===== src/rtl/fads_mux_pkg.sv =====
// FADS mux scheduler shared types and constants.
package fads_mux_pkg;

    localparam int MUX_NCH      = 6;
    localparam int MUX_AW       = 3;
    localparam int AVG_MAX_LOG2 = 7;

    typedef enum logic [2:0] {
        IDLE    = 3'd0,
        SELECT  = 3'd1,
        SETTLE  = 3'd2,
        ACQUIRE = 3'd3,
        EMIT    = 3'd4
    } mux_state_t;

endpackage


===== src/rtl/fads_mux_next_ch.sv =====
// Priority finder: lowest set mask bit strictly above ptr,
// or the lowest set bit overall when start is high.
module fads_mux_next_ch
    import fads_mux_pkg::*;
#(
    parameter int NCH = MUX_NCH,
    parameter int AW  = MUX_AW
) (
    input  logic [NCH-1:0] mask,
    input  logic [AW-1:0]  ptr,
    input  logic           start,
    output logic           next_valid,
    output logic [AW-1:0]  next_ptr
);

    always_comb begin
        next_valid = 1'b0;
        next_ptr   = '0;
        for (int k = NCH - 1; k >= 0; k--) begin
            if (mask[k] && (start || k > int'(ptr))) begin
                next_valid = 1'b1;
                next_ptr   = AW'(k);
            end
        end
    end

endmodule


===== src/rtl/fads_mux_scheduler.sv =====
// Steps the FADS analog mux through enabled channels, settling and
// averaging 2^n ADC samples per channel.
module fads_mux_scheduler
    import fads_mux_pkg::*;
#(
    parameter int DWT  = 14,
    parameter int NCH  = MUX_NCH,
    parameter int AW   = MUX_AW,
    parameter int CW   = 16,
    parameter int ACCW = DWT + AVG_MAX_LOG2
) (
    input  logic                  adc_clk_i,
    input  logic                  adc_rst_i,
    input  logic                  enable_i,
    input  logic [NCH-1:0]        active_channels_i,
    input  logic [CW-1:0]         settle_cycles_i,
    input  logic [2:0]            avg_log2_i,
    input  logic signed [DWT-1:0] adc_a_i,
    output logic [AW-1:0]         mux_addr_o,
    output logic                  signal_stable_o,
    output logic                  sample_valid_o,
    output logic [AW-1:0]         sample_ch_o,
    output logic signed [DWT-1:0] sample_data_o,
    output logic                  frame_done_o,
    output logic                  busy_o
);

    localparam int QW = AVG_MAX_LOG2 + 1;

    mux_state_t state_q, state_d;

    logic [NCH-1:0]         mask_q;
    logic [AW-1:0]          ptr_q;
    logic [AW-1:0]          mux_addr_q;
    logic [CW-1:0]          cnt_q;
    logic [2:0]             n_q;
    logic [QW-1:0]          acq_cnt_q;
    logic signed [ACCW-1:0] acc_q;
    logic                   valid_q;
    logic [AW-1:0]          ch_q;
    logic signed [DWT-1:0]  data_q;
    logic                   fdone_q;

    logic [NCH-1:0]         f_mask;
    logic                   f_start;
    logic                   nxt_valid;
    logic [AW-1:0]          nxt_ptr;
    logic [QW-1:0]          acq_max;
    logic                   acq_last;
    logic signed [ACCW-1:0] acc_sum;

    // In IDLE the finder looks at the live mask to pick the first channel.
    assign f_start = (state_q == IDLE);
    assign f_mask  = f_start ? active_channels_i : mask_q;

    fads_mux_next_ch #(
        .NCH (NCH),
        .AW  (AW)
    ) u_next_ch (
        .mask       (f_mask),
        .ptr        (ptr_q),
        .start      (f_start),
        .next_valid (nxt_valid),
        .next_ptr   (nxt_ptr)
    );

    assign acq_max  = (QW'(1) << n_q) - QW'(1);
    assign acq_last = (acq_cnt_q == acq_max);
    assign acc_sum  = acc_q + {{(ACCW-DWT){adc_a_i[DWT-1]}}, adc_a_i};

    always_ff @(posedge adc_clk_i) begin
        if (adc_rst_i) state_q <= IDLE;
        else           state_q <= state_d;
    end

    always_comb begin
        state_d = state_q;
        unique case (state_q)
            IDLE:    if (enable_i && |active_channels_i) state_d = SELECT;
            SELECT:  state_d = (settle_cycles_i != '0) ? SETTLE : ACQUIRE;
            SETTLE:  if (cnt_q == CW'(1)) state_d = ACQUIRE;
            ACQUIRE: if (acq_last) state_d = EMIT;
            EMIT:    state_d = nxt_valid ? SELECT : IDLE;
            default: state_d = IDLE;
        endcase
    end

    // Sample outputs are loaded on the last ACQUIRE cycle so they are
    // visible, registered, during EMIT and hold until the next EMIT.
    always_ff @(posedge adc_clk_i) begin
        if (adc_rst_i) begin
            mask_q     <= '0;
            ptr_q      <= '0;
            mux_addr_q <= '0;
            cnt_q      <= '0;
            n_q        <= '0;
            acq_cnt_q  <= '0;
            acc_q      <= '0;
            valid_q    <= 1'b0;
            ch_q       <= '0;
            data_q     <= '0;
            fdone_q    <= 1'b0;
        end else begin
            valid_q <= 1'b0;
            fdone_q <= 1'b0;
            unique case (state_q)
                IDLE: begin
                    if (state_d == SELECT) begin
                        mask_q <= active_channels_i;
                        ptr_q  <= nxt_ptr;
                    end
                end
                SELECT: begin
                    mux_addr_q <= ptr_q;
                    cnt_q      <= settle_cycles_i;
                    n_q        <= avg_log2_i;
                    acc_q      <= '0;
                    acq_cnt_q  <= '0;
                end
                SETTLE: cnt_q <= cnt_q - CW'(1);
                ACQUIRE: begin
                    acc_q     <= acc_sum;
                    acq_cnt_q <= acq_cnt_q + QW'(1);
                    if (acq_last) begin
                        valid_q <= 1'b1;
                        ch_q    <= ptr_q;
                        data_q  <= DWT'(acc_sum >>> n_q);
                        fdone_q <= !nxt_valid;
                    end
                end
                EMIT: if (nxt_valid) ptr_q <= nxt_ptr;
                default: ;
            endcase
        end
    end

    assign mux_addr_o      = mux_addr_q;
    assign signal_stable_o = (state_q == ACQUIRE);
    assign sample_valid_o  = valid_q;
    assign sample_ch_o     = ch_q;
    assign sample_data_o   = data_q;
    assign frame_done_o    = fdone_q;
    assign busy_o          = (state_q != IDLE);

endmodule


===== config.mk =====
export PLATFORM = sky130hd
export DESIGN_NAME = fads_mux_scheduler
export DESIGN_NICKNAME = d
export VERILOG_FILES = /design/src/rtl/fads_mux_pkg.sv /design/src/rtl/fads_mux_next_ch.sv /design/src/rtl/fads_mux_scheduler.sv
export SDC_FILE = /design/constraint.sdc
export NUM_CORES = 1
export LEC_CHECK = 0
export BUFFER_PORTS_ARGS = -buffer_cell sky130_fd_sc_hd__buf_4
export CORE_ASPECT_RATIO = 1.1
export CORE_MARGIN = 1.5
export CORE_UTILIZATION = 45
export DETAILED_ROUTE_END_ITERATION = 8
export MAX_ROUTING_LAYER = met4
export SYNTH_ARGS = -nofsm -noshare
export SYNTH_HDL_FRONTEND = slang
export SYNTH_SLANG_ARGS = --single-unit

===== constraint.sdc =====
create_clock -name adc_clk_i -period 9.2 [get_ports adc_clk_i]
set_input_delay 2.76 -clock adc_clk_i [delete_from_list [all_inputs] [get_ports adc_clk_i]]
set_output_delay 2.76 -clock adc_clk_i [all_outputs]
set_load 0.03 [all_outputs]

==> impl_metrics.json, run 1 <==
{
  "status": "complete, no violations",
  "setup_tns_ns": 0,
  "drt-initial-drc-count": 338,
  "yosysTopAreaCell": "dfxtp_1",
  "final_nets": 791,
  "setup_viol": 0,
  "row_count": 41,
  "place.gp.congestion": 0.878,
  "ys_types": 69,
  "critPathMaxStageDelay_ns": 0.40,
  "ff2ff_setup_slack_ns": 5.18,
  "synthesis.area_um2": 5350,
  "cts-root-buf": "clkbuf_16",
  "post_cts_resized": 0,
  "max_freq_mhz": 187,
  "syn2layout_area_growth_pct": 16.2,
  "postCtsSetupBuffers": 0,
  "clk_pin_slew_ns": 0.06,
  "max-vdd-ir-drop_mv": 0.0797,
  "dp_hpwl_um": 10400,
  "num_vias": 5157,
  "maxCapViolations": 0,
  "cts.sinks": 81,
  "crit_top_cell": "mux2i_1",
  "ant_nets": 0,
  "cts_tree": "yes",
  "p_per_area_nw_per_um2": 160,
  "grt_pass1_vias": 4786,
  "antenna_found_initial": 0,
  "post-synth-top-count-cell": "nor2_1",
  "yosys-top-cells-area": "dfxtp_1 (30%), nor2_1 (7.0%), a21oi_1 (6.3%), ha_1 (5.6%), nand2_1 (4.4%)",
  "post-route-util_pct": 53.8,
  "ys.flop_type": "dfxtp_1",
  "crit_chain": "buf_4 -> ha_1 -> fa_1 -> a21o_1 -> a221oi_2 -> nor3_2 -> a2111oi_4 -> xnor2_1 -> mux2i_1 -> a221oi_1 -> mux2i_1 -> a211oi_1",
  "drc": 0,
  "final_layout_size_suffix_gt1_share_pct": 15.1,
  "yosysTopAreaCellShare_pct": 30.3,
  "timing.final.hold_violations": 0,
  "place_ws_ns": 3.53,
  "finalWirelength_um": 14400,
  "cp.arrival_ns": 5.59,
  "rsz0062_at_grt": "false",
  "ys_warn_count": 0,
  "path_buf_inv": 1,
  "period_share_pct": 58.0,
  "power_uw": 995,
  "grt_start_max_net_pins": 84,
  "cp_top_family": "compound AO/OA/AOI/OAI gates",
  "clock_tree.buffer_depth": 2,
  "gr-total-overflow": 0,
  "avgViaCountPerCell": 5.88,
  "critPathMaxFanout": 5,
  "startpoint_type": "input port",
  "relSlewSlack_pct": 35.3,
  "initial_core_util_pct": 46.3,
  "port_buffers": 65,
  "clock-skew-final_ns": 0.00384,
  "syn_inst": 678,
  "cts_htree_levels": 3,
  "worst-setup-path-type": "input port to flip-flop",
  "grt_pass1_wl_um": 23700,
  "cts_buffers": 9,
  "die-height_um": 117,
  "place_inst": 863,
  "core_um2": 11500,
  "slew_viol_final": 0,
  "syn_area_per_cell_um2": 7.89,
  "fp.dieArea_um2": 12500,
  "p_leak_nw": 2.56,
  "period_needed_ns": 5.34,
  "yosysSeqAreaShare_pct": 30.3,
  "cp.required_ns": 9.45,
  "postLayoutSetupSlackWorst_ns": 3.86,
  "grt_usage_pct": 23.9,
  "diodes": 0,
  "ios": 66,
  "die_w_um": 107,
  "critPathSlowestCell": "fa_1",
  "synthArstFlopShare_pct": 0,
  "synth_top_cells_by_count": "nor2_1 (99), dfxtp_1 (81), a21oi_1 (67)",
  "final_cells": 877,
  "synth_seq_cells": 81,
  "synth_edf_count": 0,
  "insertion_delay_ns": 0.34,
  "ctsHoldBuffers": 0,
  "wire_per_inst_um": 16.4,
  "firstDrtPassIters": 5,
  "synth_fp_nets": 745,
  "end_kind": "flip-flop",
  "min_path_type": "flip-flop to flip-flop",
  "worstMarginPinSlew_ns": 0.969
}
[worst reg2reg max path, cell delays in order, from the launching register on]
cell and delay [ns]:
dfxtp_1 0.94, inv_1 0.09, buf_4 0.25, nand2_1 0.10, ha_1 0.26, xnor2_1 0.20
nand2_1 0.10, a31oi_1 0.18, nand3_1 0.12, or3_1 0.47, nor2_2 0.77, nor2_1 0.08
a211o_1 0.30, a21oi_1 0.10
[final cells by class]
| class | count | area [um2] |
|---|---|---|
| Fill cell | 1128 | 5330 |
| Clock inverter | 4 | 70.1 |
| Timing Repair Buffer | 72 | 541 |
| Clock buffer | 10 | 229 |
| Tap cell | 150 | 188 |
| Inverter | 24 | 90.1 |
| Multi-Input combinational cell | 536 | 3470 |
| Sequential cell | 81 | 1620 |
[state kept, by name (all words and copies together), names as in the netlist]
name	count
n_q	3
acc_q	21
ptr_q	3
mux_addr_o	3
frame_done_o	1
cnt_q	16
mask_q	5
state_q	3
sample_valid_o	1
sample_ch_o	3
sample_data_o	14
acq_cnt_q	8
[through the flow]
step	cell area, um2	hold slack [ns]
6_report	6210	0.455
5_1_grt	6210	0.482
4_1_cts	6210	0.458
3_5_place_dp	5910	0.450
3_3_place_gp	5910	0.445
2_1_floorplan	5350	0.436
[report_power, final]
part           internal [mW]  switching [mW]
combinational         0.0915           0.140
clock                  0.234           0.142
sequential             0.369          0.0194
[layout by cell type (no fill, tap or decap), types with 10 or more instances in the layout]
master	count
a211oi_1	16
a21oi_1	67
a22oi_1	16
buf_4	72
dfxtp_1	81
ha_1	24
inv_1	23
mux2i_1	19
nand2_1	62
nand3_1	18
nor2_1	99
nor2b_1	10
nor3_1	24
nor4_1	11
o21ai_0	21
xnor2_1	18
[metal layers]
| metal | vias up | share of wire [%] | global-route usage [%] |
|---|---|---|---|
| met3 | 16 | 3.8 | 2.95 |
| met2 | 124 | 48 | 38.0 |
| met4 | 0 | 1.3 | 7.25 |
| met1 | 2428 | 47 | 31.7 |
| li1 | 2589 | - | - |
| met5 | - | 0 | - |
[kinds of logic after synthesis]
group | after synthesis | synth area share (%)
buf+inv | 61 | 4.68
flops | 81 | 30.3
fa+ha+maj | 25 | 5.99
compound gates | 200 | 25.7
simple gates | 257 | 21.8
mux | 28 | 6.93
xor+xnor | 26 | 4.52
[final timing paths]
check	start	to	cells after the start
max	adc_a_i[0]	sample_data_o[6]$_SDFFE_PP0P_	12
min	mux_addr_o[2]$_SDFFE_PP0P_	mux_addr_o[2]$_SDFFE_PP0P_	2
max reg2reg	n_q[1]$_SDFFE_PP0P_	sample_data_o[10]$_SDFFE_PP0P_	13
min reg2reg	mux_addr_o[2]$_SDFFE_PP0P_	mux_addr_o[2]$_SDFFE_PP0P_	2
(Power assumes the default switching activity.)
==> run 2: changes to the inputs <==
- clock period: 9.2 -> 5.1 ns (I/O delays scaled with it)
==> impl_metrics.json, run 2 (synthesis results as in run 1) <==
{
  "status": "complete, no violations",
  "die-height_um": 117,
  "row_count": 41,
  "clock-skew-final_ns": 0.00590,
  "relSlewSlack_pct": 43.2,
  "layout_common_cells": "nor2_1 (99), dfxtp_1 (81), buf_4 (74)",
  "reg2reg_depth": 13,
  "cts.sinks": 81,
  "clock_tree.buffer_depth": 2,
  "drc": 0,
  "end_kind": "flip-flop",
  "wire_per_inst_um": 16.5,
  "insertion_delay_ns": 0.34,
  "firstDrtPassIters": 5,
  "mostFrequentLayoutCell": "nor2_1",
  "maxCapViolations": 0,
  "ff2ff_setup_slack_ns": 1.49,
  "p_per_area_nw_per_um2": 293,
  "r2r_start": "n_q[1]$_SDFFE_PP0P_",
  "max_freq_mhz": 242,
  "critPathMaxFanout": 5,
  "cp_top_family": "compound AO/OA/AOI/OAI gates",
  "min_path_type": "flip-flop to flip-flop",
  "fp.dieArea_um2": 12500,
  "gr-total-overflow": 0,
  "grt_pass1_wl_um": 24200,
  "crit_top_cell": "mux2i_1",
  "power_mw": 1.83,
  "startpoint_type": "input port",
  "clk_pin_slew_ns": 0.06,
  "largest_reg_flops": 21,
  "grt_usage_pct": 24.4,
  "diodes": 0,
  "final_nets": 793,
  "p_leak_nw": 2.57,
  "critPathMaxStageDelay_ns": 0.40,
  "cts-root-buf": "clkbuf_16",
  "initial_core_util_pct": 46.3,
  "postCtsSetupBuffers": 0,
  "cp.arrival_ns": 4.39,
  "timing.final.hold_violations": 0,
  "core_um2": 11500,
  "worst-setup-path-type": "input port to flip-flop",
  "rsz0062_at_grt": "false",
  "cp.required_ns": 5.35,
  "slew_viol_final": 0,
  "place.gp.congestion": 0.878,
  "period_share_pct": 81.1,
  "avgViaCountPerCell": 5.93,
  "dp_hpwl_um": 10600,
  "ant_nets": 0,
  "die_w_um": 107,
  "grt_start_max_net_pins": 84,
  "path_buf_inv": 1,
  "setup_tns_ns": 0,
  "max-vdd-ir-drop_mv": 0.133,
  "grt_pass1_vias": 4946,
  "crit_end": "sample_data_o[6]$_SDFFE_PP0P_",
  "cts_htree_levels": 3,
  "finalWirelength_um": 14600,
  "num_vias": 5227,
  "post_cts_resized": 0,
  "syn2layout_area_growth_pct": 16.9,
  "port_buffers": 65,
  "cts_tree": "yes",
  "worstMarginPinSlew_ns": 0.853,
  "crit_cells": 12,
  "cts_buffers": 9,
  "crit_chain": "buf_4 -> ha_1 -> fa_1 -> a21o_1 -> a221oi_2 -> nor3_2 -> a2111oi_4 -> xnor2_1 -> mux2i_1 -> a221oi_1 -> mux2i_1 -> a211oi_1",
  "critPathSlowestCell": "fa_1",
  "final_layout_size_suffix_gt1_share_pct": 15.6,
  "period_needed_ns": 4.14,
  "setup_viol": 0,
  "ctsHoldBuffers": 0,
  "r2r-end": "sample_data_o[10]$_SDFFE_PP0P_",
  "ios": 66,
  "antenna_found_initial": 0,
  "drt-initial-drc-count": 377,
  "critPathLaunch": "adc_a_i[0]",
  "regMostFlops": "acc_q"
}
run 2: cell count changes in the layout (fill, tap and decap cells not counted):
cell | before | now
buf_4 | 72 | 74
clkinv_4 | 0 | 2
clkinv_2 | 2 | 1
inv_6 | 0 | 1
run 2: worst min-delay path by stage:
stage / startpoint / endpoint / slack, ns / cells after the start
2_1_floorplan: acc_q[0]$_SDFFE_PP0P_ / acc_q[0]$_SDFFE_PP0P_ / 0.44 / 2
3_3_place_gp: mux_addr_o[0]$_SDFFE_PP0P_ / mux_addr_o[0]$_SDFFE_PP0P_ / 0.44 / 2
3_5_place_dp: mux_addr_o[0]$_SDFFE_PP0P_ / mux_addr_o[0]$_SDFFE_PP0P_ / 0.45 / 2
4_1_cts: mux_addr_o[0]$_SDFFE_PP0P_ / mux_addr_o[0]$_SDFFE_PP0P_ / 0.46 / 2
5_1_grt: acc_q[0]$_SDFFE_PP0P_ / acc_q[0]$_SDFFE_PP0P_ / 0.48 / 2
6_report: mux_addr_o[0]$_SDFFE_PP0P_ / mux_addr_o[0]$_SDFFE_PP0P_ / 0.46 / 2
run 2: per-layer routing:
metal / up-vias / share of wire [%] / track usage [%]
met2: 155 / 48 / 39.5
met5: - / 0 / -
met3: 24 / 4.3 / 2.83
met4: 0 / 2.1 / 8.92
li1: 2592 / - / -
met1: 2456 / 46 / 31.4
run 2: cell type report:
| cell class | count | area (um2) |
|---|---|---|
| Clock buffer | 10 | 229 |
| Clock inverter | 6 | 91.3 |
| Fill cell | 1096 | 5290 |
| Inverter | 24 | 90.1 |
| Multi-Input combinational cell | 536 | 3470 |
| Sequential cell | 81 | 1620 |
| Tap cell | 150 | 188 |
| Timing Repair Buffer | 74 | 556 |
run 2: through the flow:
stage / std cells / cell area, um2 / utilization, % / hold WS, ns / setup WS [ns]
after CTS: 881 / 6250 / 54.1 / 0.461 / 0.986
final: 881 / 6250 / 54.1 / 0.455 / 0.964
after floorplan: 678 / 5350 / - / 0.436 / 1.03
after detailed placement: 865 / 5930 / 51.4 / 0.452 / 0.635
after global routing: 881 / 6250 / 54.1 / 0.479 / 0.762
after global placement: 865 / 5930 / 51.4 / 0.444 / 0.717
run 2: where the power goes:
| part | internal [mW] | switching [mW] | total [mW] |
|---|---|---|---|
| Sequential | 0.665 | 0.0389 | 0.704 |
| Combinational | 0.165 | 0.250 | 0.415 |
| Clock | 0.432 | 0.283 | 0.715 |
| Total | 1.26 | 0.572 | 1.83 |
run 2: worst reg2reg max path, delay by kind of cell (launching register included):
kind                     cells  cell delay (ns)
AND/OR/NAND/NOR              6             1.28
AO/OA/AOI/OAI                4             0.63
buffers and inverters        1             0.29
XOR/XNOR                     1             0.20
adder cells (fa/ha/maj)      1             0.28
flip-flops                   1             0.87
==> run 3: changes to the inputs <==
- ABC_AREA: unset -> 1
- clock period: 5.1 -> 4.2 ns (I/O delays scaled with it)
==> impl_metrics.json, run 3 <==
{
  "gr-total-overflow": 0,
  "postCtsSetupBuffers": 0,
  "final_cells": 1146,
  "hold_slack_ns": 0.470,
  "critPathMaxFanout": 4,
  "synthesis.area_um2": 5850,
  "use_met3_pct": 4.30,
  "startpoint_type": "input port",
  "insertion_delay_ns": 0.36,
  "syn_inst": 931,
  "p_per_area_nw_per_um2": 353,
  "yosysTopAreaCellShare_pct": 27.7,
  "synth_fp_nets": 998,
  "maxCapViolations": 0,
  "rsz0062_at_grt": "false",
  "relSlewSlack_pct": 54.6,
  "layout_common_cells": "nand2_1 (261), nand3_1 (123), inv_1 (102)",
  "avgViaCountPerCell": 5.37,
  "grt_usage_pct": 25.7,
  "wire_per_inst_um": 14.7,
  "regMostFlops": "acc_q",
  "cp.required_ns": 4.46,
  "drt-initial-drc-count": 351,
  "crit_top_cell": "nand2_1",
  "cts-root-buf": "clkbuf_16",
  "grt_pass1_wl_um": 27500,
  "place.gp.congestion": 0.936,
  "crit_chain": "buf_4 -> ha_1 -> fa_1 -> nand3_1 -> nand3_1 -> nand2_1 -> nand2_1 -> xnor2_1 -> nand2_1 -> nand3_1 -> nand2_1 -> nand2_1 -> nand3_1 -> nand2_1 -> inv_1",
  "place_inst": 1130,
  "mostFrequentLayoutCell": "nand2_1",
  "pwr-share-clk_pct": 35.2,
  "cp_top_family": "simple AND/OR/NAND/NOR gates",
  "clock_tree.buffer_depth": 2,
  "cts.sinks": 81,
  "switching_power_uw": 862,
  "grt_busiest_layer": "met2",
  "critPathSlowestCell": "fa_1",
  "synth_top_cells_by_count": "nand2_1 (261), nand3_1 (123), inv_1 (102)",
  "setup_tns_ns": 0,
  "clk_pin_slew_ns": 0.07,
  "post-synth-top-count-cell": "nand2_1",
  "combPwrFrac_pct": 29.0,
  "yosysSeqAreaShare_pct": 27.7,
  "ant_nets": 0,
  "initial_core_util_pct": 46.3,
  "ios": 66,
  "final_layout_size_suffix_gt1_share_pct": 13.2,
  "largest_reg_flops": 21,
  "yosys-top-cells-area": "dfxtp_1 (28%), nand2_1 (17%), nand3_1 (11%), inv_1 (6.5%), a21oi_1 (5.2%)",
  "yosysTopAreaCell": "dfxtp_1",
  "ctsHoldBuffers": 0,
  "swShare_pct": 36.2,
  "ff2ff_setup_slack_ns": 1.40,
  "ys_warn_count": 0,
  "grt_start_max_net_pins": 51,
  "worstMarginPinSlew_ns": 0.680,
  "finalWirelength_um": 16800,
  "post_cts_resized": 0,
  "slew_viol_final": 0,
  "path_buf_inv": 2,
  "ys.flop_type": "dfxtp_1",
  "max-vdd-ir-drop_mv": 0.237,
  "ys_types": 55,
  "cp.arrival_ns": 3.39,
  "synth_seq_cells": 81,
  "worst-setup-path-type": "input port to flip-flop",
  "status": "complete, no violations",
  "cts_htree_levels": 3,
  "post-route-util_pct": 53.3,
  "syn_area_per_cell_um2": 6.29,
  "internal_power_mw": 1.52,
  "diodes": 0,
  "antenna_found_initial": 0,
  "gr-usage-met1_pct": 30.0,
  "grtUsageMet2_pct": 44.5,
  "place_area_um2": 6440,
  "final_nets": 1051,
  "period_needed_ns": 3.13,
  "min_path_type": "flip-flop to flip-flop",
  "end_kind": "flip-flop",
  "fin_area_um2": 6750,
  "seq_power_share_pct": 35.8,
  "die-height_um": 123,
  "grt_pass1_vias": 5832,
  "num_vias": 6158,
  "clock-skew-final_ns": 0.0114,
  "port_buffers": 65,
  "drc": 0,
  "dp_hpwl_um": 12900,
  "row_count": 43,
  "cts_tree": "yes",
  "core_um2": 12600,
  "die_w_um": 112,
  "p_leak_nw": 3.15,
  "cts_buffers": 9,
  "setup_viol": 0,
  "synthArstFlopShare_pct": 0,
  "syn2layout_area_growth_pct": 15.3,
  "critPathMaxStageDelay_ns": 0.50,
  "max_freq_mhz": 319,
  "firstDrtPassIters": 5,
  "fp.dieArea_um2": 13700,
  "period_share_pct": 74.6,
  "synth_edf_count": 0,
  "timing.final.hold_violations": 0
}
==> run 3: cell count changes after synthesis, sizes merged, moves of 15 or more <==
cell,previous run,this run
inv,23,114
nand2,62,262
o21ai,22,42
nor3,25,10
nand3,18,128
mux2i,19,2
a22oi,16,1
==> run 3: final cells by class <==
class | count | area, um2
multi-input combinational | 702 | 3640
clock inverter | 7 | 76.3
timing repair buffer | 72 | 541
sequential | 81 | 1620
inverter | 118 | 448
clock buffer | 9 | 225
tap | 157 | 196
fill | 1323 | 5900
==> run 3: cells by family after synthesis <==
logic type	count (synthesis)	synth area share, %
AO/OA/AOI/OAI	147	14.7
multiplexers	2	0.342
XOR/XNOR	16	2.78
buffers and inverters	148	10.3
adder cells (fa/ha/maj)	25	5.47
AND/OR/NAND/NOR	512	38.7
flip-flops	81	27.7
==> run 3: worst register-to-register path: stages, from the launching register on <==
cell     delay, ns
dfxtp_1       0.35
inv_2         0.16
nor2_1        0.37
nand2_1       0.10
ha_1          0.30
nand2_1       0.07
o21ai_1       0.05
a21oi_1       0.11
nand4_1       0.15
nor3_4        0.22
nand3_4       0.14
nor2_8        0.36
nand3_1       0.14
o21ai_1       0.14
inv_1         0.05
==> run 3: final timing paths <==
check | cells past startpoint | from | endpoint
setup / recovery | 15 | adc_a_i[0] | sample_data_o[3]$_SDFFE_PP0P_
hold / removal | 2 | acc_q[12]$_SDFFE_PP0P_ | acc_q[12]$_SDFFE_PP0P_
setup reg to reg | 14 | n_q[0]$_SDFFE_PP0P_ | sample_data_o[10]$_SDFFE_PP0P_
hold reg to reg | 2 | acc_q[12]$_SDFFE_PP0P_ | acc_q[12]$_SDFFE_PP0P_
==> run 3: metrics by stage <==
stage | setup WS [ns] | total power [mW]
after floorplan | 1.21 | 1.38
after global placement | 0.811 | 1.55
after detailed placement | 0.725 | 1.56
after CTS | 1.10 | 2.40
after global routing | 0.839 | 2.51
final | 1.07 | 2.38
==> run 3: power groups by stage <==
stage	logic, mW	registers (mW)	clock network, mW
after floorplan	0.512	0.868	0
after global placement	0.683	0.868	0
after detailed placement	0.689	0.869	0
after CTS	0.694	0.853	0.851
after global routing	0.771	0.859	0.876
final	0.692	0.853	0.838
==> run 3: routing by layer <==
layer | wire (um) | up-vias
met5 | 0 | -
met4 | 477 | 0
met3 | 783 | 34
met2 | 8110 | 158
met1 | 7470 | 2787
li1 | - | 3179
